**src/rtl/flow_resolve.sv**
```systemverilog
// flow_resolve: second stage of the flow (control-transfer) pipe.
// Resolves branch conditions, computes jump/branch targets, writes the
// JAL/JALR link value, and holds a redirect request to the front end
// until the front end accepts it. Redirects that resolve while a
// redirect is still outstanding are wrong-path and are dropped.
//
// Ports:
//   clk, reset          clock, synchronous active-low reset
//   instruction_i       flow op from operand read (FLOW_NOP = no op)
//   wb_valid/addr/data  link register write (value = pc_4)
//   redirect_valid/pc   held redirect request; redirect_ready accepts it
//   exc_valid/exc_pc    one-cycle misaligned-target exception
//   redirect_count      number of accepted redirects (wraps)

package flow_pkg;
  typedef enum logic [1:0] {
    FLOW_NOP    = 2'd0,
    FLOW_JAL    = 2'd1,
    FLOW_JALR   = 2'd2,
    FLOW_BRANCH = 2'd3
  } flow_func_t;

  typedef enum logic [2:0] {
    BEQ      = 3'd0,
    BNE      = 3'd1,
    BLT      = 3'd2,
    BGE      = 3'd3,
    BLTU     = 3'd4,
    BGEU     = 3'd5,
    BINVALID = 3'd6
  } branch_type_t;

  typedef struct packed {
    flow_func_t   flow_func;
    branch_type_t branch_type;
    logic [31:0]  pc_lhs;
    logic [31:0]  pc_rhs;
    logic [31:0]  branch_lhs;
    logic [31:0]  branch_rhs;
    logic [31:0]  pc_4;
    logic [6:0]   rd;
  } INSTRUCTION_FLOW;

  // Stage A contents.
  typedef struct packed {
    flow_func_t  func;
    logic [31:0] target;
    logic        taken;
    logic [6:0]  rd;
    logic [31:0] pc_4;
  } stage_a_t;
endpackage

module flow_resolve
  import flow_pkg::*;
(
  input  logic            clk,
  input  logic            reset,
  input  INSTRUCTION_FLOW instruction_i,
  output logic            wb_valid,
  output logic [6:0]      wb_addr,
  output logic [31:0]     wb_data,
  output logic            redirect_valid,
  output logic [31:0]     redirect_pc,
  input  logic            redirect_ready,
  output logic            exc_valid,
  output logic [31:0]     exc_pc,
  output logic [31:0]     redirect_count
);

  typedef enum logic {IDLE = 1'b0, HOLD = 1'b1} state_t;

  stage_a_t a_q, a_d;
  state_t   state;
  logic     misalign, redirect_req, is_jump;

  // Stage A: target adder and condition evaluation.
  always_comb begin
    a_d        = '0;
    a_d.func   = instruction_i.flow_func;
    a_d.rd     = instruction_i.rd;
    a_d.pc_4   = instruction_i.pc_4;
    a_d.target = instruction_i.pc_lhs + instruction_i.pc_rhs;
    if (instruction_i.flow_func == FLOW_JALR) a_d.target[0] = 1'b0;
    unique case (instruction_i.flow_func)
      FLOW_JAL, FLOW_JALR: a_d.taken = 1'b1;
      FLOW_BRANCH: begin
        unique case (instruction_i.branch_type)
          BEQ:  a_d.taken = instruction_i.branch_lhs == instruction_i.branch_rhs;
          BNE:  a_d.taken = instruction_i.branch_lhs != instruction_i.branch_rhs;
          BLT:  a_d.taken = $signed(instruction_i.branch_lhs) <  $signed(instruction_i.branch_rhs);
          BGE:  a_d.taken = $signed(instruction_i.branch_lhs) >= $signed(instruction_i.branch_rhs);
          BLTU: a_d.taken = instruction_i.branch_lhs <  instruction_i.branch_rhs;
          BGEU: a_d.taken = instruction_i.branch_lhs >= instruction_i.branch_rhs;
          default: a_d.taken = 1'b0;  // BINVALID and unused encodings
        endcase
      end
      default: a_d.taken = 1'b0;
    endcase
  end

  always_ff @(posedge clk) begin
    if (!reset) a_q <= '0;  // discards any in-flight op
    else        a_q <= a_d;
  end

  assign misalign     = a_q.taken & a_q.target[1];
  assign redirect_req = a_q.taken & ~misalign;
  assign is_jump      = (a_q.func == FLOW_JAL) || (a_q.func == FLOW_JALR);

  // Stage B: writeback / exception outputs. Writeback ignores redirect
  // state on purpose; rename makes wrong-path link writes harmless.
  always_ff @(posedge clk) begin
    if (!reset) begin
      wb_valid  <= 1'b0;
      wb_addr   <= '0;
      wb_data   <= '0;
      exc_valid <= 1'b0;
      exc_pc    <= '0;
    end else begin
      wb_valid  <= is_jump && (a_q.rd != 7'd0) && !misalign;
      wb_addr   <= a_q.rd;
      wb_data   <= a_q.pc_4;
      exc_valid <= misalign;
      exc_pc    <= a_q.target;
    end
  end

  // Redirect FSM. While in HOLD every new request is wrong-path, including
  // one arriving on the accepting edge, so it is simply not loaded.
  always_ff @(posedge clk) begin
    if (!reset) begin
      state          <= IDLE;
      redirect_valid <= 1'b0;
      redirect_pc    <= '0;
      redirect_count <= '0;
    end else begin
      if (redirect_valid && redirect_ready) redirect_count <= redirect_count + 32'd1;
      unique case (state)
        IDLE: begin
          if (redirect_req) begin
            redirect_pc    <= a_q.target;
            redirect_valid <= 1'b1;
            state          <= HOLD;
          end else begin
            redirect_valid <= 1'b0;
          end
        end
        HOLD: begin
          if (redirect_ready) begin
            redirect_valid <= 1'b0;
            state          <= IDLE;
          end
        end
        default: state <= IDLE;
      endcase
    end
  end

endmodule

```
**config.mk**
```make
export PLATFORM = sky130hd
export DESIGN_NAME = flow_resolve
export DESIGN_NICKNAME = d
export VERILOG_FILES = /design/src/rtl/flow_resolve.sv
export SDC_FILE = /design/constraint.sdc
export NUM_CORES = 1
export LEC_CHECK = 0
export BUFFER_PORTS_ARGS = -buffer_cell sky130_fd_sc_hd__buf_2
export CAP_MARGIN = 10
export CORE_MARGIN = 2
export CORE_UTILIZATION = 45
export CTS_CLUSTER_DIAMETER = 120
export DETAILED_ROUTE_END_ITERATION = 7
export PLACE_DENSITY = 0.76
export SYNTH_ARGS = -nofsm -noshare
export SYNTH_HDL_FRONTEND = slang
export SYNTH_SLANG_ARGS = --single-unit
```
**constraint.sdc**
```tcl
create_clock -name clk -period 2.3 [get_ports clk]
set_input_delay 0.115 -clock clk [delete_from_list [all_inputs] [get_ports clk]]
set_output_delay 0.115 -clock clk [all_outputs]
set_load 0.01 [all_outputs]
```
==> results.py <==
metrics = {
    "route": {
        "vias": 8047,
        "drt-initial-drc-count": 351,
        "ant_nets": 0,
        "drt_first_pass_iters": 5,
        "drc_errors": 0,
        "routedWlPerCell_um": 14.5,
        "routed_wl_mm": 23.8,
        "viasPerCell": 4.88,
    },
    "clock_network": {
        "htreeDepth": 1,
        "cts_buffers": 22,
        "cts_setup_buffers": 0,
        "cts-root-buf": "clkbuf_16",
        "path_clk_slew_ns": 0.06,
        "cts_tree": "yes",
        "clock_path_buffers": 3,
        "clk_latency_ns": 0.49,
        "cts_sinks": 213,
    },
    "synthesis": {
        "synth_area_leaders": "dfxtp_1 48%, ha_1 9.4%, and2_1 8.1%",
        "synth_fp_nets": 1219,
        "synth_seq_cells": 213,
        "synth_cells": 976,
        "synth_xor_area_share_pct": 3.62,
        "synth.area.mux_share_pct": 0.447,
        "synth_edf_count": 0,
        "synth_top_family_by_area": "simple AND/OR/NAND/NOR gates",
        "yosys.area_share.adder_pct": 9.58,
        "synth_top_area_share_pct": 47.6,
        "synth_compound_area_share_pct": 12.5,
        "synth_top_area_cell": "dfxtp_1",
        "synth_ff_type": "dfxtp_1",
        "ys_types": 60,
        "netlist_area_um2": 8960,
        "ys_seq_area_share_pct": 47.6,
        "yosys_warnings": 0,
        "synthArstFlopShare_pct": 0,
        "avgSynthCellArea_um2": 9.18,
        "synth-simple-area-share_pct": 22.6,
    },
    "grt": {
        "antenna_found_initial": 1,
        "grt_overflow_total": 0,
        "grt_start_max_net_pins": 79,
        "grt_first_pass_wirelength_mm": 37.5,
        "grt_usage_pct": 21.5,
        "grt_pass1_vias": 7713,
    },
    "setup_path": {
        "cp_max_fo": 4,
        "cp_data_arrival_time_ns": 2.53,
        "cp-startpoint": "redirect_count[5]$_SDFFE_PN0P_",
        "r2r_start": "redirect_count[5]$_SDFFE_PN0P_",
        "end_kind": "register",
        "critical_path_class": "register to register",
        "cp.required_ns": 2.72,
        "crit_path_start_kind": "register",
    },
    "final_layout": {
        "multi_input_area_um2": 4370,
        "register_area_um2": 4260,
        "nets": 1610,
        "fillers": 1687,
        "drive_above_1_share_pct": 29.7,
        "post-route-util_pct": 62.7,
        "syn_to_final_growth_pct": 36.7,
    },
    "timing": {
        "rsz0062_at_grt": "false",
        "finalHoldViolCount": 0,
        "finalSetupViolCount": 0,
        "period_share_pct": 91.6,
        "maxSlewHeadroom_pct": 46.7,
        "drv_slew": 0,
        "min_period_ns": 2.11,
        "timing.final.ws_setup_ns": 0.193,
        "worst_pin_slew_ns": 0.800,
        "max_freq_ghz": 0.475,
        "skew_ns": 0.00637,
    },
    "place": {
        "gp_congestion": 0.888,
        "portBuffers": 312,
        "dpl.hpwl_mm": 17.8,
        "dp_slack_ns": -0.287,
    },
    "die": {
        "core-area_um2": 19500,
        "rows": 51,
        "start_util_pct": 45.9,
        "ios": 313,
        "die_w_um": 145,
        "dieArea_um2": 21000,
        "die_h_um": 145,
    },
    "job": {
        "max_cap_viol_count": 0,
    },
    "pwr": {
        "p_leak_uw": 0.00592,
        "p_per_area_nw_per_um2": 713,
        "p_total_uw": 8730,
        "peakVddDrop_uv": 420,
    },
    "worst_hold_path": {
        "worstHoldPathType": "input port to register",
        "holdCritStartpoint": "instruction_i[168]",
    },
    "outcome": {
        "status": "completed",
    },
}
state kept, by name, summed over array words and instances (netlist names):
register	count
wb_data	32
exc_pc	32
state	1
wb_valid	1
exc_valid	1
wb_addr	7
redirect_pc	32
redirect_count	32
a_q	74
redirect_valid	1
final timing paths:
check,endpoint,slack (ns),cells after the start
max,redirect_count[29]$_SDFFE_PN0P_,0.19,7
min,a_q[39]$_SDFF_PN0_,0.02,4
min reg2reg,wb_data[3]$_SDFF_PN0_,0.43,1
max reg2reg,redirect_count[29]$_SDFFE_PN0P_,0.19,7
per-stage QoR:
step / setup TNS (ns) / hold slack (ns) / area, µm² / cells
floorplan: 0 / 0.242 / 8960 / 976
finish: 0 / 0.0185 / 12200 / 1648
global placement: -1.27 / 0.320 / 11100 / 1566
CTS: 0 / 0.0100 / 12200 / 1647
detailed placement: -2.10 / 0.324 / 11100 / 1566
global route: 0 / 0.0255 / 12200 / 1648
cell usage after synthesis (7+ instances only):
library cell	number
ha_1	67
xnor2_1	20
o21ai_0	18
and2_1	116
inv_1	53
or3_1	12
nand2_1	103
nand2b_1	10
dfxtp_1	213
nor3_1	24
a31oi_1	7
a21o_1	16
o21a_1	10
clkbuf_1	31
nor3b_1	7
xor2_1	17
a21oi_1	78
nand3_1	22
nand4_1	8
and3_1	9
nor2_1	60
a21boi_0	7
kinds of logic (layout without fill, tap and decap cells):
group                      after synthesis  after routing
AOI/OAI and AO/OA                      174            174
xor gates and xnor gates                37             37
adders and majority gates               68             68
buffers and inverters                   87            493
DFF                                    213            213
muxes                                    4              4
other                                    0              1
and+or+nand+nor                        393            393
layer usage:
metal | global-route usage [%] | wire [µm]
met1 | 24.9 | 9690
met2 | 39.1 | 11800
met3 | 4.40 | 1590
met4 | 7.79 | 763
met5 | 0 | 0
power by group:
group | switching [µW] | total, µW | internal (µW)
logic | 655 | 1280 | 630
registers | 81.3 | 3990 | 3900
clock network | 1380 | 3460 | 2080
total | 2120 | 8730 | 6610
final cells by class:
class,count,area share [%]
Inverter,53,1.63
Antenna cell,1,0.0204
Clock buffer,35,5.72
Timing Repair Buffer,401,19.2
Multi-Input combinational cell,676,35.7
Clock inverter,4,0.194
Tap cell,265,2.71
Sequential cell,213,34.8
cells in the final DEF (no fill, tap or decap), types with 6 or more instances in the layout:
cell / instances
a21boi_0: 7
a21o_1: 16
a21oi_1: 78
a31oi_1: 7
and2_1: 116
and3_1: 9
buf_2: 311
buf_4: 47
clkbuf_16: 23
clkbuf_8: 8
dfxtp_1: 213
dlygate4sd3_1: 42
ha_1: 67
inv_1: 52
nand2_1: 103
nand2b_1: 10
nand3_1: 22
nand4_1: 8
nor2_1: 60
nor3_1: 24
nor3b_1: 6
o21a_1: 10
o21ai_0: 18
or3_1: 12
xnor2_1: 20
xor2_1: 17
what timing repair did:
| item | CTS | global route |
|---|---|---|
| hold buffers | 42 | 0 |
| endpoints found under the setup margin | 0 | 1 |
| resized for setup | 0 | 1 |
| hold endpoints to repair | 43 | 0 |
worst max-delay path, stage by stage (launching register included):
cell      delay [ns]
dfxtp_1         0.39
and4_1          0.27
and4_1          0.31
nand3_2         0.14
nor3_1          0.29
nand2b_1        0.17
or3_1           0.33
a21oi_1         0.14
Note: power is estimated with default switching activity, not from simulation.
